**src/rtl/mccoy_param_core.sv**
```systemverilog
// mccoy_param_core -- parametrised streamed-instruction accumulator core.
//
// One 6-bit instruction executes per accepted handshake against an accumulator
// (ACC) and a register file R0..R(NREGS-1).
//
// Optional feature macro: MCCOY_MUL_EN. When defined, MUL (6'b111001) runs a
// DATA_W-cycle shift-add multiply of ACC x R0 that stalls the stream. When
// undefined, MUL is a NOP, busy is tied low and instr_ready is tied high.
//
// Ports:
//   clk          in   rising-edge clock
//   reset        in   synchronous active-high reset
//   instr[5:0]   in   instruction word
//   instr_valid  in   instr is presented
//   instr_ready  out  core accepts an instruction this cycle (== !busy)
//   out          out  output latch written by OUT
//   out_valid    out  one-cycle pulse after each OUT
//   carry        out  carry / borrow / shift-out flag
//   zero         out  accumulator-is-zero flag
//   busy         out  multiply in progress
module mccoy_param_core #(
  parameter int DATA_W = 8,
  parameter int NREGS  = 4
) (
  input  logic              clk,
  input  logic              reset,
  input  logic [5:0]        instr,
  input  logic              instr_valid,
  output logic              instr_ready,
  output logic [DATA_W-1:0] out,
  output logic              out_valid,
  output logic              carry,
  output logic              zero,
  output logic              busy
);

  logic [DATA_W-1:0] acc_q, acc_d;
  logic [DATA_W-1:0] regs_q [NREGS];
  logic [DATA_W-1:0] regs_d [NREGS];
  logic [DATA_W-1:0] out_q, out_d;
  logic              out_valid_q, out_valid_d;
  logic              carry_q, carry_d;
  logic              zero_q, zero_d;

  logic              accept;
  logic [2:0]        rrr;
  logic              rrr_hit;   // rrr names an implemented register
  logic [DATA_W-1:0] rdata;
  logic [DATA_W:0]   sum;
  logic              acc_wr;    // ACC written this cycle -> refresh zero flag

`ifdef MCCOY_MUL_EN
  localparam int CNT_W = (DATA_W > 1) ? $clog2(DATA_W) : 1;

  typedef enum logic {ST_IDLE, ST_MUL} state_e;

  state_e              state_q, state_d;
  logic [2*DATA_W-1:0] mcand_q, mcand_d;   // R0 snapshot, shifted left per step
  logic [2*DATA_W-1:0] prod_q, prod_d;
  logic [2*DATA_W-1:0] prod_step;
  logic [DATA_W-1:0]   mplier_q, mplier_d; // ACC snapshot, shifted right per step
  logic [CNT_W-1:0]    cnt_q, cnt_d;

  assign busy = (state_q == ST_MUL);
`else
  assign busy = 1'b0;
`endif

  assign instr_ready = !busy;
  assign accept      = instr_valid && instr_ready;
  assign rrr         = instr[2:0];

  assign out       = out_q;
  assign out_valid = out_valid_q;
  assign carry     = carry_q;
  assign zero      = zero_q;

  // NOTE: every variable driven here gets a default before any branch, so no
  // path leaves a value unassigned and no latch is inferred.
  always_comb begin
    acc_d       = acc_q;
    regs_d      = regs_q;
    out_d       = out_q;
    out_valid_d = 1'b0;
    carry_d     = carry_q;
    zero_d      = zero_q;
    acc_wr      = 1'b0;
    rdata       = '0;
    rrr_hit     = 1'b0;

    // Register read mux; an out-of-range index finds no match.
    for (int i = 0; i < NREGS; i++) begin
      if (rrr == 3'(i)) begin
        rdata   = regs_q[i];
        rrr_hit = 1'b1;
      end
    end
    sum = {1'b0, acc_q} + {1'b0, rdata};

`ifdef MCCOY_MUL_EN
    state_d   = state_q;
    mcand_d   = mcand_q;
    prod_d    = prod_q;
    mplier_d  = mplier_q;
    cnt_d     = cnt_q;
    prod_step = prod_q + (mplier_q[0] ? mcand_q : '0);

    if (state_q == ST_MUL) begin
      prod_d   = prod_step;
      mcand_d  = mcand_q << 1;
      mplier_d = mplier_q >> 1;
      cnt_d    = cnt_q + 1'b1;
      if (cnt_q == CNT_W'(DATA_W - 1)) begin
        acc_d   = prod_step[DATA_W-1:0];
        carry_d = |prod_step[2*DATA_W-1:DATA_W];
        acc_wr  = 1'b1;
        state_d = ST_IDLE;
      end
    end
`endif

    if (accept) begin
      casez (instr)
        6'b00????: begin                    // LDI
          acc_d   = DATA_W'(instr[3:0]);
          carry_d = 1'b0;
          acc_wr  = 1'b1;
        end
        6'b010???: begin                    // MOV
          for (int i = 0; i < NREGS; i++) begin
            if (rrr == 3'(i)) regs_d[i] = acc_q;
          end
        end
        6'b011???: if (rrr_hit) begin       // LD
          acc_d  = rdata;
          acc_wr = 1'b1;
        end
        6'b100???: if (rrr_hit) begin       // ADD
          {carry_d, acc_d} = sum;
          acc_wr = 1'b1;
        end
        6'b101???: if (rrr_hit) begin       // SUB
          acc_d   = acc_q - rdata;
          carry_d = (acc_q < rdata);
          acc_wr  = 1'b1;
        end
        6'b110???: if (rrr_hit) begin       // XOR
          acc_d   = acc_q ^ rdata;
          carry_d = 1'b0;
          acc_wr  = 1'b1;
        end
        6'b111000: begin                    // OUT
          out_d       = acc_q;
          out_valid_d = 1'b1;
        end
`ifdef MCCOY_MUL_EN
        6'b111001: begin                    // MUL: snapshot operands
          mcand_d  = {{DATA_W{1'b0}}, regs_q[0]};
          mplier_d = acc_q;
          prod_d   = '0;
          cnt_d    = '0;
          state_d  = ST_MUL;
        end
`endif
        6'b111010: begin                    // SHL
          carry_d = acc_q[DATA_W-1];
          acc_d   = acc_q << 1;
          acc_wr  = 1'b1;
        end
        6'b111011: begin                    // SHR
          carry_d = acc_q[0];
          acc_d   = acc_q >> 1;
          acc_wr  = 1'b1;
        end
        default: ;                          // NOP
      endcase
    end

    if (acc_wr) zero_d = (acc_d == '0);
  end

  // NOTE: state flops use non-blocking assignments so every flop samples the
  // pre-edge values, independent of statement order.
  always_ff @(posedge clk) begin
    if (reset) begin
      acc_q       <= '0;
      out_q       <= '0;
      out_valid_q <= 1'b0;
      carry_q     <= 1'b0;
      zero_q      <= 1'b0;
      // NOTE: the register file is small and must read as zero after reset,
      // so it is built from resettable flops rather than a RAM macro.
      for (int i = 0; i < NREGS; i++) regs_q[i] <= '0;
`ifdef MCCOY_MUL_EN
      state_q  <= ST_IDLE;
      mcand_q  <= '0;
      prod_q   <= '0;
      mplier_q <= '0;
      cnt_q    <= '0;
`endif
    end else begin
      acc_q       <= acc_d;
      regs_q      <= regs_d;
      out_q       <= out_d;
      out_valid_q <= out_valid_d;
      carry_q     <= carry_d;
      zero_q      <= zero_d;
`ifdef MCCOY_MUL_EN
      state_q  <= state_d;
      mcand_q  <= mcand_d;
      prod_q   <= prod_d;
      mplier_q <= mplier_d;
      cnt_q    <= cnt_d;
`endif
    end
  end

endmodule

```
**config.mk**
```make
export PLATFORM = sky130hd
export DESIGN_NAME = mccoy_param_core
export DESIGN_NICKNAME = d
export VERILOG_FILES = /design/src/rtl/mccoy_param_core.sv
export SDC_FILE = /design/constraint.sdc
export NUM_CORES = 1
export LEC_CHECK = 0
export ABC_AREA = 1
export CELL_PAD_IN_SITES_DETAIL_PLACEMENT = 1
export CELL_PAD_IN_SITES_GLOBAL_PLACEMENT = 1
export CORE_MARGIN = 2
export CORE_UTILIZATION = 42
export CTS_CLUSTER_SIZE = 25
export DETAILED_ROUTE_END_ITERATION = 16
export PLACE_DENSITY = 0.83
export SLEW_MARGIN = 20
export SYNTH_ARGS = -nofsm -noshare
export SYNTH_HDL_FRONTEND = slang
export SYNTH_SLANG_ARGS = --single-unit
```
**constraint.sdc**
```tcl
create_clock -name clk -period 3.8 [get_ports clk]
set_input_delay 0.76 -clock clk [delete_from_list [all_inputs] [get_ports clk]]
set_output_delay 0.76 -clock clk [all_outputs]
set_load 0.1 [all_outputs]
```
[Word level (Yosys, flattened, before mapping)]
Index checks and enable logic that the tools add are counted.
Word-level totals
  register bits after elaboration: 51
  latch bits: 0
  RAM bits: 0
  bits in read-only memories: 0
  bits of input ports: 9
  output and inout bits: 13
  word-level logic and storage cells: 63
  memories: 0
Operators by class
  add/subtract/negate cells: 2
  multiply operators: 0
  div/mod/pow operators: 0
  $lt $le $gt $ge: 1
  equal/unequal tests: 14
  shift-type cells: 0
  multiplexer cells: 22
  bitwise operators: 2
  reduce and logical (&&, ||, !) cells: 13
Operators by type and width (count)
  8-bit 2-to-1 mux: 9
  8-bit case mux with 7 select lines: 1
  6-bit equality test (second input constant): 3
  3-bit by 2-bit equality test with 1-bit output (second input constant): 4
  3-bit AND reduction: 4
  1-bit 2-to-1 mux: 10
  8-bit by 8-bit adder with 9-bit output: 1
  3-bit equality test (second input constant): 3
  8-bit logical NOT: 1
  8-bit < comparator: 1
  8-bit subtractor: 1
  8-bit XOR: 1
  2-bit inequality test (second input constant): 3
  1-bit case mux with 6 select lines: 1
  6-bit nonzero test: 1
  5-bit AND reduction: 1
  4-bit OR reduction: 1
  3-bit by 1-bit equality test with 1-bit output (second input constant): 1
  3-bit logical NOT: 1
  3-bit OR reduction: 1
  2-bit logical NOT: 1
  1-bit case mux with 2 select lines: 1
  2-bit AND reduction: 1
  2-bit OR reduction: 1
  1-bit NOT: 1

[Depth between registers and ports, before layout]
  depth after elaboration: 10
  depth in mapped cells: 24
  mapped depth without buffers: 21

[Worst setup path before layout]
Ideal clock, no wire load.
  path type: input to register
  start point: input port instr[2]
  end point: register zero_q, in the netlist zero
  library setup time: 0.071 ns
  arrival time: 3.043 ns
  required time: 3.729 ns
  path slack: 0.686 ns
  stages on the path: 22
  path buffers: 3
  cells stage by stage: buf_2 nor2_4 buf_2 nand3b_1 nand2_1 nand3_1 ha_1 clkbuf_1 nand2_1 nor2_1 nand2_1 nand3_1 nand2_1 nand2_1 nand2_1 nand3_1 nand2_1 nor2_1 nor2_1 nor2_1 nand3_1 a21oi_1
On the way
  longest elaborated chain between the ends: 10
  elaborated cells between the ends (all ways): 28
  those cells by class: add/sub: 2; eq/ne: 5; mux: 17; bitwise: 1; reduce/logical: 3
RTL lines
  start, declared: RTL line 27  | input logic [5:0] instr,
  3-bit logical NOT: RTL line 93  | if (rrr == 3'(i)) begin
  8-bit 2-to-1 mux (4 in a row): RTL line 93
  8-bit subtractor, or another cell as far along: RTL line 143  | acc_d = acc_q - rdata;
  8-bit 2-to-1 mux (on tied branches): RTL line 142, 138, 147
  8-bit case mux with 7 select lines: RTL line 123  | casez (instr)
  8-bit 2-to-1 mux: RTL line 122  | if (accept) begin
  8-bit logical NOT: RTL line 179  | if (acc_wr) zero_d = (acc_d == '0);
  end signal, assigned: RTL line 207  | zero_q <= zero_d;
  end, declared: RTL line 43  | logic zero_q, zero_d;
Parallel ways exist; a longest one is shown, timed or not.
A chain may end at the register's enable or synchronous reset.

[Worst setup path in the final report]
Same ends and word-level chain as after synthesis.

==> impl_metrics.ini <==
[layout]
n_fill_cell = 1183
ant_diodes = 0
final_layout_size_suffix_gt1_share_pct = 7.743
nNetsFinal = 635
final_core_density_pct = 47.70
layout-area-overhead-vs-synth_pct = 11.96
finalNonFillerCells = 715
design_area_um2 = 4099

[sta]
timing_max_transition_violations_final = 0
rsz0062_at_grt = no
timing.setup.tns_ns = 0
setup-violations-final = 0
final.min_clock_period_ns = 3.408
worstMarginPinSlew_ns = 0.9792
worst_slew_margin_rel_pct = 34.72
layout_worst_path_cycle_share_pct = 89.68
fin_worst_skew_ns = 0.005809
max_freq_mhz = 293.4
count_of_endpoints_failing_hold_in_the_final_timing_report = 0

[pwr]
power.internal_w = 0.0008669
seqPwrFrac_pct = 42.6
total_leakage_power_nw = 1.882
pwr-share-comb_pct = 26.4
vdd_ir_drop_max_v = 0.0002689
switching_power_w = 0.0004413
p_clk_share_pct = 31.1
power.share.switching_pct = 33.73
finalPower_w = 0.001308
powerDensity_nw_per_um2 = 319.2

[cts]
cts-root-buf = sky130_fd_sc_hd__clkbuf_8
cts-buffers-inserted = 5
cts.sinks = 51
max-clock-path-buffers = 2
holdBufCountCts = 0
post_cts_resized = 0
tritoncts_clock_tree = done
post_cts_buffers = 0
clk_latency_worst_skew_pair_ns = 0.30
path_clk_slew_ns = 0.10
cts-htree-levels = 2

[die]
die_h_um = 97.37
total_die_area_um2 = 9480
floorplan.io_pins = 22
num_rows = 34
core-area_um2 = 8593
die_x_um = 97.37
initial_core_util_pct = 42.60

[job]
max_cap_violations = 0

[worst_setup_path]
count_of_buffer_and_inverter_cells_on_the_critical_path = 3
cp_data_arrival_time_ns = 3.63
criticalPathCategory = input port to flop
worstPathMaxFanout = 6
cp_data_required_time_ns = 4.02
endpoint_kind_of_the_worst_setup_timing_path = flop
crit_path_top_delay_cell = sky130_fd_sc_hd__fa_1
cp_slowest_stage_delay_ns = 0.40
setup.worst_path.start_class = input port
worstPathCellList = dlymetal6s2s_1 -> inv_4 -> nand3_1 -> nor2_1 -> nor2_1 -> nand2_1 -> ha_1 -> fa_1 -> inv_1 -> nand3_1 -> nand3_1 -> nand2_1 -> nand2_1 -> nand2_1 -> nand2_1 -> nand2_1 -> nor2_1 -> nor2_1 -> nor2_1 -> nand3_1 -> a21oi_1
worst_path_most_repeated_cell = sky130_fd_sc_hd__nand2_1
timing.critical_path.max_delay_family = simple AND/OR/NAND/NOR gates

[hold_path]
hold_path_class = flop to flop

[route]
pre_antenna_drt_iters = 4
wl_per_cell_um = 16.59
initial_detailed_routing_violation_count = 130
detail-route-antenna-nets = 0
vias = 3860
avgViaCountPerCell = 5.399
drc_errors = 0
routed_wirelength_um = 11860

[logic_synthesis]
synth_fa_ha_area_share_pct = 7.245
post_synth_mux_area_share_pct = 0
yosysUniqueCellTypes = 35
post_synth_and_or_nand_nor_area_fraction_pct = 39.41
postSynthNetCount = 621
post_synthesis_cell_type_with_the_largest_combined_area = sky130_fd_sc_hd__dfxtp_1
netlist_top_cells_count = 146 x sky130_fd_sc_hd__nand2_1, 107 x sky130_fd_sc_hd__nor2_1, 59 x sky130_fd_sc_hd__inv_1
syn-cell-area_um2 = 3661
postSynth.asyncResetShare_pct = 0
synth_most_common_cell = sky130_fd_sc_hd__nand2_1
synth_area_leaders = sky130_fd_sc_hd__dfxtp_1 28%, sky130_fd_sc_hd__nand2_1 15%, sky130_fd_sc_hd__nor2_1 11%
post_synth_xor_xnor_area_pct = 0.2392
ys_ff_latch = 51
synth-main-ff-cell = sky130_fd_sc_hd__dfxtp_1
dominant_combinational_cell_family_by_area_after_synthesis = simple AND/OR/NAND/NOR gates
synthesis.instances = 592
synth-compound-area-share_pct = 13.94
number_of_synthesized_flops_with_an_enable_pin = 0
ys_seq_area_share_pct = 27.89
synth-warning-count = 0
synthDominantCellAreaShare_pct = 27.89
synth.avg_cell_area_um2 = 6.184

[global_routing]
grt_antenna_before_repair = 0
grt_max_degree = 52
grt_overflow = 0
grt_pass1_vias = 4078
grt_first_pass_wirelength_um = 19580
overall_global_routing_usage_pct = 25.22

[placed_design]
dpl.cell_count = 706
dp.final_hpwl_um = 9299
buffer_ports.inserted = 19
post_dp_cell_area_um2 = 3961
gp_routability_congestion = 0.9135

[outcome]
outcome = complete, no violations
-- final timing paths --
kind	start	end	slack [ns]	cells past startpoint
worst max-delay path	instr[2]	zero	0.39	21
worst min-delay path	carry	carry	0.47	2
worst max register to register	regs_q[8]	zero	1.12	19
worst min register to register	carry	carry	0.47	2
-- per-stage QoR --
step	worst slack, ns	hold WS [ns]
after floorplan	0.6865	0.4663
after global placement	0.006932	0.4624
after detailed placement	-0.1725	0.4623
after CTS	0.1260	0.4783
after global routing	0.09299	0.5099
final	0.3921	0.4729
-- power groups by stage --
stage	sequential (W)	combinational, W	clock, W
after global routing	0.000559	0.000388	0.000434
after floorplan	0.000573	0.000238	0
after detailed placement	0.000569	0.000341	0
after global placement	0.000569	0.000331	0
final	0.000557	0.000345	0.000406
after CTS	0.000557	0.000342	0.000412
-- placed cells by master, fill, tap and decap left out, types with 3 or more instances in the layout --
cell                                n
sky130_fd_sc_hd__nand3b_1           6
sky130_fd_sc_hd__o21ai_0            7
sky130_fd_sc_hd__nand4_1            9
sky130_fd_sc_hd__a211oi_1          40
sky130_fd_sc_hd__ha_1              17
sky130_fd_sc_hd__dlymetal6s2s_1     3
sky130_fd_sc_hd__inv_2             10
sky130_fd_sc_hd__nand3_1           54
sky130_fd_sc_hd__clkbuf_8           6
sky130_fd_sc_hd__nor2_2             4
sky130_fd_sc_hd__a21oi_1           18
sky130_fd_sc_hd__o211ai_1           3
sky130_fd_sc_hd__clkdlybuf4s50_1   15
sky130_fd_sc_hd__nor2_1           107
sky130_fd_sc_hd__nand2_1          146
sky130_fd_sc_hd__inv_1             59
sky130_fd_sc_hd__buf_4             15
sky130_fd_sc_hd__o21ai_1            7
sky130_fd_sc_hd__dfxtp_1           51
sky130_fd_sc_hd__nor3_1             4
-- registers in the layout, summed over array words and instances, names as in the netlist --
register,flops
acc_q,8
carry,1
out,8
out_valid,1
regs_q,32
zero,1
-- logic make-up (layout without fill, tap and decap cells) --
| group | count (synthesis) | after routing |
|---|---|---|
| buffers and inverters | 100 | 114 |
| other | 2 | 2 |
| flip-flops | 51 | 51 |
| AO/OA/AOI/OAI | 79 | 79 |
| AND/OR/NAND/NOR | 339 | 340 |
| XOR/XNOR | 1 | 1 |
| adder cells (fa/ha/maj) | 20 | 20 |
-- worst min-delay path, delay by kind of cell, from the launching register on --
family / cells / cell delay (ns)
AOI/OAI and AO/OA: 1 / 0.06
and+or+nand+nor: 1 / 0.06
DFF: 1 / 0.32
-- layout make-up --
cell class / instances / area (um^2) / share of cell area [%]
repair buffers: 34 / 305.3 / 7.448
clock inverters: 2 / 38.79 / 0.9463
flip-flops and latches: 51 / 1021 / 24.91
multi-input cells: 442 / 2243 / 54.73
clock buffers: 6 / 82.58 / 2.015
well taps: 108 / 135.1 / 3.297
inverters: 72 / 272.8 / 6.654
-- metal layers --
| layer | GRT usage [%] | wire, um | up-vias |
|---|---|---|---|
| li1 | - | - | 1938 |
| met1 | 31.16 | 5358 | 1862 |
| met2 | 45.62 | 6023 | 45 |
| met4 | 8.654 | 267 | 0 |
| met3 | 2.446 | 212 | 15 |
| met5 | 0 | 0 | - |
(Power assumes the default switching activity.)
